File: src/rtl/aline_mem_writer.sv
// aline_mem_writer
//   Avalon-MM initiator that packs a 16-bit A-line sample stream two samples
//   per 32-bit word and writes a run of words into the single-port on-chip
//   sample memory, starting at a programmable base address and wrapping at
//   MEM_DEPTH. It pulses done when the run is complete.
//
//   Optional feature macro: READBACK_VERIFY_EN
//     When defined, a wrapping 32-bit sum of the written words is kept, the
//     run is read back (N back-to-back reads, one flush cycle for the 1-cycle
//     read latency) and verify_err flags a checksum mismatch at done.
//     When undefined, there are no read cycles and verify_err is tied low.
//
// Ports
//   clk, reset        rising-edge clock, synchronous active-high reset
//   start             run request, sampled only while idle
//   base_addr         first word address of the run
//   num_words         number of words to write (0 gives an immediate done)
//   smp_data/valid    sample stream input; smp_ready is the accept handshake
//   busy, done        run in progress / one-cycle completion pulse
//   verify_err        readback checksum mismatch, sticky until next start
//   mem_*             Avalon-MM master port to the sample memory
//   mem_readdata      read data, valid the cycle after a read strobe
module aline_mem_writer #(
  parameter int MEM_DEPTH = 128000,
  parameter int ADDR_W    = 17
) (
  input  logic              clk,
  input  logic              reset,
  input  logic              start,
  input  logic [ADDR_W-1:0] base_addr,
  input  logic [ADDR_W-1:0] num_words,
  input  logic [15:0]       smp_data,
  input  logic              smp_valid,
  output logic              smp_ready,
  output logic              busy,
  output logic              done,
  output logic              verify_err,
  output logic [ADDR_W-1:0] mem_address,
  output logic [3:0]        mem_byteenable,
  output logic              mem_chipselect,
  output logic              mem_write,
  output logic [31:0]       mem_writedata,
  output logic              mem_clken,
  input  logic [31:0]       mem_readdata
);

`ifdef READBACK_VERIFY_EN
  typedef enum logic [2:0] {
    S_IDLE, S_FILL_LO, S_FILL_HI, S_VERIFY, S_FLUSH, S_DONE
  } state_t;
`else
  typedef enum logic [2:0] {
    S_IDLE, S_FILL_LO, S_FILL_HI, S_DONE
  } state_t;
`endif

  // Next word address with wrap at the memory depth.
  function automatic logic [ADDR_W-1:0] addr_inc(input logic [ADDR_W-1:0] a);
    if (a == ADDR_W'(MEM_DEPTH - 1)) return '0;
    else return a + ADDR_W'(1);
  endfunction

  state_t            state_q, state_d;
  logic [ADDR_W-1:0] addr_q, addr_d;
  logic [ADDR_W-1:0] rem_q, rem_d;
  logic [15:0]       lo_q, lo_d;
  logic              smp_ready_q, smp_ready_d;
  logic              busy_q, busy_d;
  logic              done_q, done_d;
  logic              cs_q, cs_d;
  logic              we_q, we_d;
  logic [3:0]        be_q, be_d;
  logic [ADDR_W-1:0] maddr_q, maddr_d;
  logic [31:0]       wdata_q, wdata_d;
  logic              xfer;

`ifdef READBACK_VERIFY_EN
  logic [ADDR_W-1:0] base_q, base_d;
  logic [ADDR_W-1:0] num_q, num_d;
  logic [31:0]       wsum_q, wsum_d;
  logic [31:0]       rsum_q, rsum_d;
  logic              rd_pend_q, rd_pend_d;
  logic              verr_q, verr_d;
`else
  logic              unused_readdata;
  assign unused_readdata = ^mem_readdata;
`endif

  assign xfer = smp_valid && smp_ready_q;

  always_comb begin
    state_d = state_q;
    addr_d  = addr_q;
    rem_d   = rem_q;
    lo_d    = lo_q;
    done_d  = 1'b0;
    cs_d    = 1'b0;
    we_d    = 1'b0;
    be_d    = be_q;
    maddr_d = maddr_q;
    wdata_d = wdata_q;
`ifdef READBACK_VERIFY_EN
    base_d    = base_q;
    num_d     = num_q;
    wsum_d    = wsum_q;
    // Read data lands one cycle after each read strobe.
    rsum_d    = rsum_q + (rd_pend_q ? mem_readdata : 32'h0);
    rd_pend_d = cs_q && !we_q;
    verr_d    = verr_q;
`endif

    case (state_q)
      S_IDLE: begin
        if (start) begin
`ifdef READBACK_VERIFY_EN
          verr_d = 1'b0;
          wsum_d = '0;
          rsum_d = '0;
          base_d = base_addr;
          num_d  = num_words;
`endif
          if (num_words == '0) begin
            // Empty run: pulse done directly on the next cycle.
            state_d = S_DONE;
            done_d  = 1'b1;
          end else begin
            state_d = S_FILL_LO;
            addr_d  = base_addr;
            rem_d   = num_words;
          end
        end
      end

      S_FILL_LO: begin
        if (xfer) begin
          lo_d    = smp_data;
          state_d = S_FILL_HI;
        end
      end

      S_FILL_HI: begin
        if (xfer) begin
          cs_d    = 1'b1;
          we_d    = 1'b1;
          be_d    = 4'hF;
          maddr_d = addr_q;
          wdata_d = {smp_data, lo_q};
          addr_d  = addr_inc(addr_q);
          rem_d   = rem_q - ADDR_W'(1);
`ifdef READBACK_VERIFY_EN
          wsum_d  = wsum_q + {smp_data, lo_q};
`endif
          if (rem_q == ADDR_W'(1)) begin
`ifdef READBACK_VERIFY_EN
            // Rewind to the start of the run for the readback pass.
            state_d = S_VERIFY;
            addr_d  = base_q;
            rem_d   = num_q;
`else
            state_d = S_DONE;
`endif
          end else begin
            state_d = S_FILL_LO;
          end
        end
      end

`ifdef READBACK_VERIFY_EN
      S_VERIFY: begin
        cs_d    = 1'b1;
        we_d    = 1'b0;
        be_d    = 4'hF;
        maddr_d = addr_q;
        addr_d  = addr_inc(addr_q);
        rem_d   = rem_q - ADDR_W'(1);
        if (rem_q == ADDR_W'(1)) state_d = S_FLUSH;
      end

      S_FLUSH: begin
        state_d = S_DONE;
      end
`endif

      S_DONE: begin
        // The empty run already raised done on entry; a full run raises it here.
        done_d  = !done_q;
        state_d = S_IDLE;
`ifdef READBACK_VERIFY_EN
        verr_d  = (rsum_d != wsum_q);
`endif
      end

      default: state_d = S_IDLE;
    endcase

    smp_ready_d = (state_d == S_FILL_LO) || (state_d == S_FILL_HI);
    busy_d      = (state_d != S_IDLE) && !done_d;
  end

  always_ff @(posedge clk) begin
    if (reset) begin
      state_q     <= S_IDLE;
      addr_q      <= '0;
      rem_q       <= '0;
      lo_q        <= '0;
      smp_ready_q <= 1'b0;
      busy_q      <= 1'b0;
      done_q      <= 1'b0;
      cs_q        <= 1'b0;
      we_q        <= 1'b0;
      be_q        <= 4'h0;
      maddr_q     <= '0;
      wdata_q     <= '0;
`ifdef READBACK_VERIFY_EN
      base_q      <= '0;
      num_q       <= '0;
      wsum_q      <= '0;
      rsum_q      <= '0;
      rd_pend_q   <= 1'b0;
      verr_q      <= 1'b0;
`endif
    end else begin
      state_q     <= state_d;
      addr_q      <= addr_d;
      rem_q       <= rem_d;
      lo_q        <= lo_d;
      smp_ready_q <= smp_ready_d;
      busy_q      <= busy_d;
      done_q      <= done_d;
      cs_q        <= cs_d;
      we_q        <= we_d;
      be_q        <= be_d;
      maddr_q     <= maddr_d;
      wdata_q     <= wdata_d;
`ifdef READBACK_VERIFY_EN
      base_q      <= base_d;
      num_q       <= num_d;
      wsum_q      <= wsum_d;
      rsum_q      <= rsum_d;
      rd_pend_q   <= rd_pend_d;
      verr_q      <= verr_d;
`endif
    end
  end

  assign smp_ready      = smp_ready_q;
  assign busy           = busy_q;
  assign done           = done_q;
  assign mem_address    = maddr_q;
  assign mem_byteenable = be_q;
  assign mem_chipselect = cs_q;
  assign mem_write      = we_q;
  assign mem_writedata  = wdata_q;
  assign mem_clken      = 1'b1;
`ifdef READBACK_VERIFY_EN
  assign verify_err     = verr_q;
`else
  assign verify_err     = 1'b0;
`endif

endmodule
File: config.mk
export PLATFORM = sky130hd
export DESIGN_NAME = aline_mem_writer
export DESIGN_NICKNAME = d
export VERILOG_FILES = /design/src/rtl/aline_mem_writer.sv
export SDC_FILE = /design/constraint.sdc
export NUM_CORES = 1
export LEC_CHECK = 0
export BUFFER_PORTS_ARGS = -buffer_cell sky130_fd_sc_hd__buf_4
export CAP_MARGIN = 20
export CORE_UTILIZATION = 48
export CTS_BUF_LIST = sky130_fd_sc_hd__clkbuf_4 sky130_fd_sc_hd__clkbuf_8
export DETAILED_ROUTE_END_ITERATION = 10
export PLACE_DENSITY = 0.77
export SETUP_SLACK_MARGIN = 0.1
export SLEW_MARGIN = 25
export SYNTH_ARGS = -nofsm -noshare
export SYNTH_HDL_FRONTEND = slang
export SYNTH_SLANG_ARGS = --single-unit
File: constraint.sdc
create_clock -name clk -period 1.8 [get_ports clk]
set_input_delay 0.09 -clock clk [delete_from_list [all_inputs] [get_ports clk]]
set_output_delay 0.09 -clock clk [all_outputs]
set_load 0.005 [all_outputs]
==> results.cfg <==
[status]
outcome = finished with violations
violations = setup timing

[global_route]
grt.total_usage_pct = 26.0
grt_max_degree = 58
antenna_found_initial = 0
grt_pass1_vias = 4885
grt-ovfl-total = 0
grt_pass1_wl_um = 23400

[hold_path]
hold_path.class = input port to register

[routing]
highest_layer = met4
wl_met2_um = 7230
via_per_inst = 5.57
routed_wl_um = 14400
first_pass_iters = 5
dr.first_iter.drc_count = 306
wire_per_inst_um = 15.4
met1_length_um = 6030
drc = 0
ant_nets = 0
wl_met3_um = 756
vias = 5207

[clocking]
htreeDepth = 3
cts-root-buf = clkbuf_8
cts_tree = built
cts_made_buffers = 9
clk_path_buf_depth = 2
cts.clk_slew.worst_paths_ns = 0.13
clkLatencyLatePin_ns = 0.37
cts_sinks = 107

[sta]
drv_slew = 0
slew_headroom_pct = 60.5
clock_skew_ns = 0.0210
finalHoldViolCount = 0
rsz0062_at_grt = true
period_share_pct = 104
setup_viol = 13
max_slew.worst_pin.slew_ns = 0.593
timing.final.ws_setup_ns = -0.0673
fmax_mhz = 536
finalWorstPathRequiredPeriod_ns = 1.87

[pwr]
power.share.clock_pct = 34.2
leakagePower_nw = 2.75
switching_share_pct = 27.3
seq_power_share_pct = 51.7
peakVddDrop_v = 0.000700
p_per_area_mw_per_mm2 = 686
p_sw_mw = 1.30
combinationalPowerShare_pct = 14.1
p_int_mw = 3.46

[finish]
final_common_cell = nand2_1
fin_util_pct = 69.9
final_nets = 886
final_cells = 935
drive_gt1_share_pct = 32.5
diodes = 0
areaGrowthSynthToFinish_pct = 39.5
layout_common_cells = nand2_1, buf_4, a21oi_1

[placement]
io_buffers = 111
preCtsSetupSlack_ns = -0.0948
finalWeightedCongestion = 0.888
placed_cells = 883
hpwlAfterDp_um = 9030

[synthesis]
async_reset_ff_share_pct = 0
synth_ff_type = dfxtp_1
yosysWarnings = 0
synth_seq_cells = 107
synth_cell_types = 58
synth-edff-count = 0
netlist_area_sq_mm = 0.00497
synth-seq-area-share_pct = 43.1
postSynthCellCount = 644
avgSynthCellArea_sq_um = 7.72

[setup_path]
critical_path.cell_chain = inv_2, ha_4, or3b_4, buf_6, nor4_4, nand3_1, a21o_1, a21oi_2
cpPeakStageDelay_ns = 0.40
crit_type = register to register
cp_slowest_cell = or3b_4
crit_required_ns = 2.10
start_kind = register
crit_fanout = 4
cp-end-kind = register
worst-path-buf-inv = 2
crit_family = simple AND/OR/NAND/NOR gates
critPathArrivalTime_ns = 2.17

[floorplan]
core_area_sq_mm = 0.00991
start_util_pct = 50.1
die-area_sq_mm = 0.0108
fp.dieW_um = 104
io_pins = 146
dieHeight_um = 104
row_count = 36

[flow_run]
cap_violations = 0
==> state kept, by name, summed over array words and instances, names as in the netlist, 3 cells and up <==
| register | count |
|---|---|
| mem_writedata | 32 |
| addr_q | 17 |
| lo_q | 16 |
| rem_q | 17 |
| mem_address | 17 |
| state_q | 3 |
==> cell usage after synthesis, drive strengths merged, types with 2 or more instances <==
cell type    n  share of area (%)
nand2      172                 13
a21oi      107                 11
dfxtp      107                 43
clkbuf      38                3.7
nor2        35                2.6
o21ai       26                2.6
nor3        18                1.8
nand3       14                1.4
buf         13                2.2
nand4        9                1.1
inv          7               0.53
nor4         7                1.5
a21o         6               0.91
a221oi       6                1.7
or4          6               0.98
o32ai        5               0.88
a211oi       4               0.60
a31oi        4               0.50
and2         4               0.50
and3         4               0.55
and4         4               0.71
nand2b       4               0.50
or3          4               0.50
ha           3               0.76
o22a         3               0.53
o31ai        3               0.45
a22o         2               0.35
conb         2               0.15
mux2         2               0.45
nand4b       2               0.35
nor2b        2               0.25
nor3b        2               0.40
o21a         2               0.30
or3b         2               0.35
xor2         2               0.35
==> routing by layer <==
layer / track usage (%) / vias up
met5: 0 / -
met1: 31.9 / 2439
met4: 11.6 / 0
met3: 3.84 / 38
li1: - / 2536
met2: 45.1 / 194
==> power by group through the flow <==
stage          Clock [mW]  Sequential [mW]  Combinational [mW]
3_5_place_dp            0             2.50               0.525
5_1_grt              1.77             2.47               0.721
3_3_place_gp            0             2.50               0.513
2_1_floorplan           0             2.50               0.296
6_report             1.63             2.46               0.669
4_1_cts              1.65             2.45               0.628
==> timing repair <==
item | CTS | global route
endpoints found under the setup margin | 31 | 48
hold buffers | 20 | 0
pin swaps | 23 | 12
gates cloned | 2 | 0
gates resized for setup | 46 | 21
endpoints found under the hold margin | 36 | 0
setup buffers | 8 | 6
==> logic make-up after synthesis <==
group                    share of synthesized area [%]
multiplexers                                     0.453
AO/OA/AOI/OAI                                     21.2
AND/OR/NAND/NOR                                   27.4
flip-flops                                        43.1
XOR/XNOR                                         0.353
buffers and inverters                             6.62
adder cells (fa/ha/maj)                          0.756
other                                            0.151
==> worst register-to-register path, delay by kind of cell, from the launching register on <==
family | cells | cell delay, ns
AND/OR/NAND/NOR | 3 | 0.83
flip-flops | 1 | 0.35
AO/OA/AOI/OAI | 2 | 0.28
buffers and inverters | 2 | 0.23
adder cells (fa/ha/maj) | 1 | 0.14
==> path summary, 6_finish.rpt <==
path / start / endpoint / slack [ns] / cells after the start
worst max-delay path: rem_q[1] / rem_q[14] / -0.07 / 8
worst min-delay path: base_addr[5] / addr_q[5] / 0.01 / 3
worst max register to register: rem_q[1] / rem_q[14] / -0.07 / 8
worst min register to register: lo_q[13] / mem_writedata[13] / 0.45 / 2
==> through the flow <==
stage | setup TNS, ns | power [mW] | hold WS (ns) | area [sq um]
6_report | -0.457 | 4.76 | 0.0114 | 6930
3_3_place_gp | -0.242 | 3.01 | 0.351 | 6100
5_1_grt | -1.83 | 4.95 | 0.00840 | 6930
2_1_floorplan | -0.0347 | 2.80 | 0.226 | 5020
4_1_cts | -0.0531 | 4.73 | 0.00866 | 6790
3_5_place_dp | -0.691 | 3.03 | 0.356 | 6100
==> layout make-up <==
type	count	area (sq um)
fill	794	2980
multi-input combinational	480	2760
sequential	107	2160
timing repair buffer	192	1590
tap	133	166
clock buffer	9	124
clock inverter	7	106
inverter	7	26.3
Power figures use the tool's default switching activity.
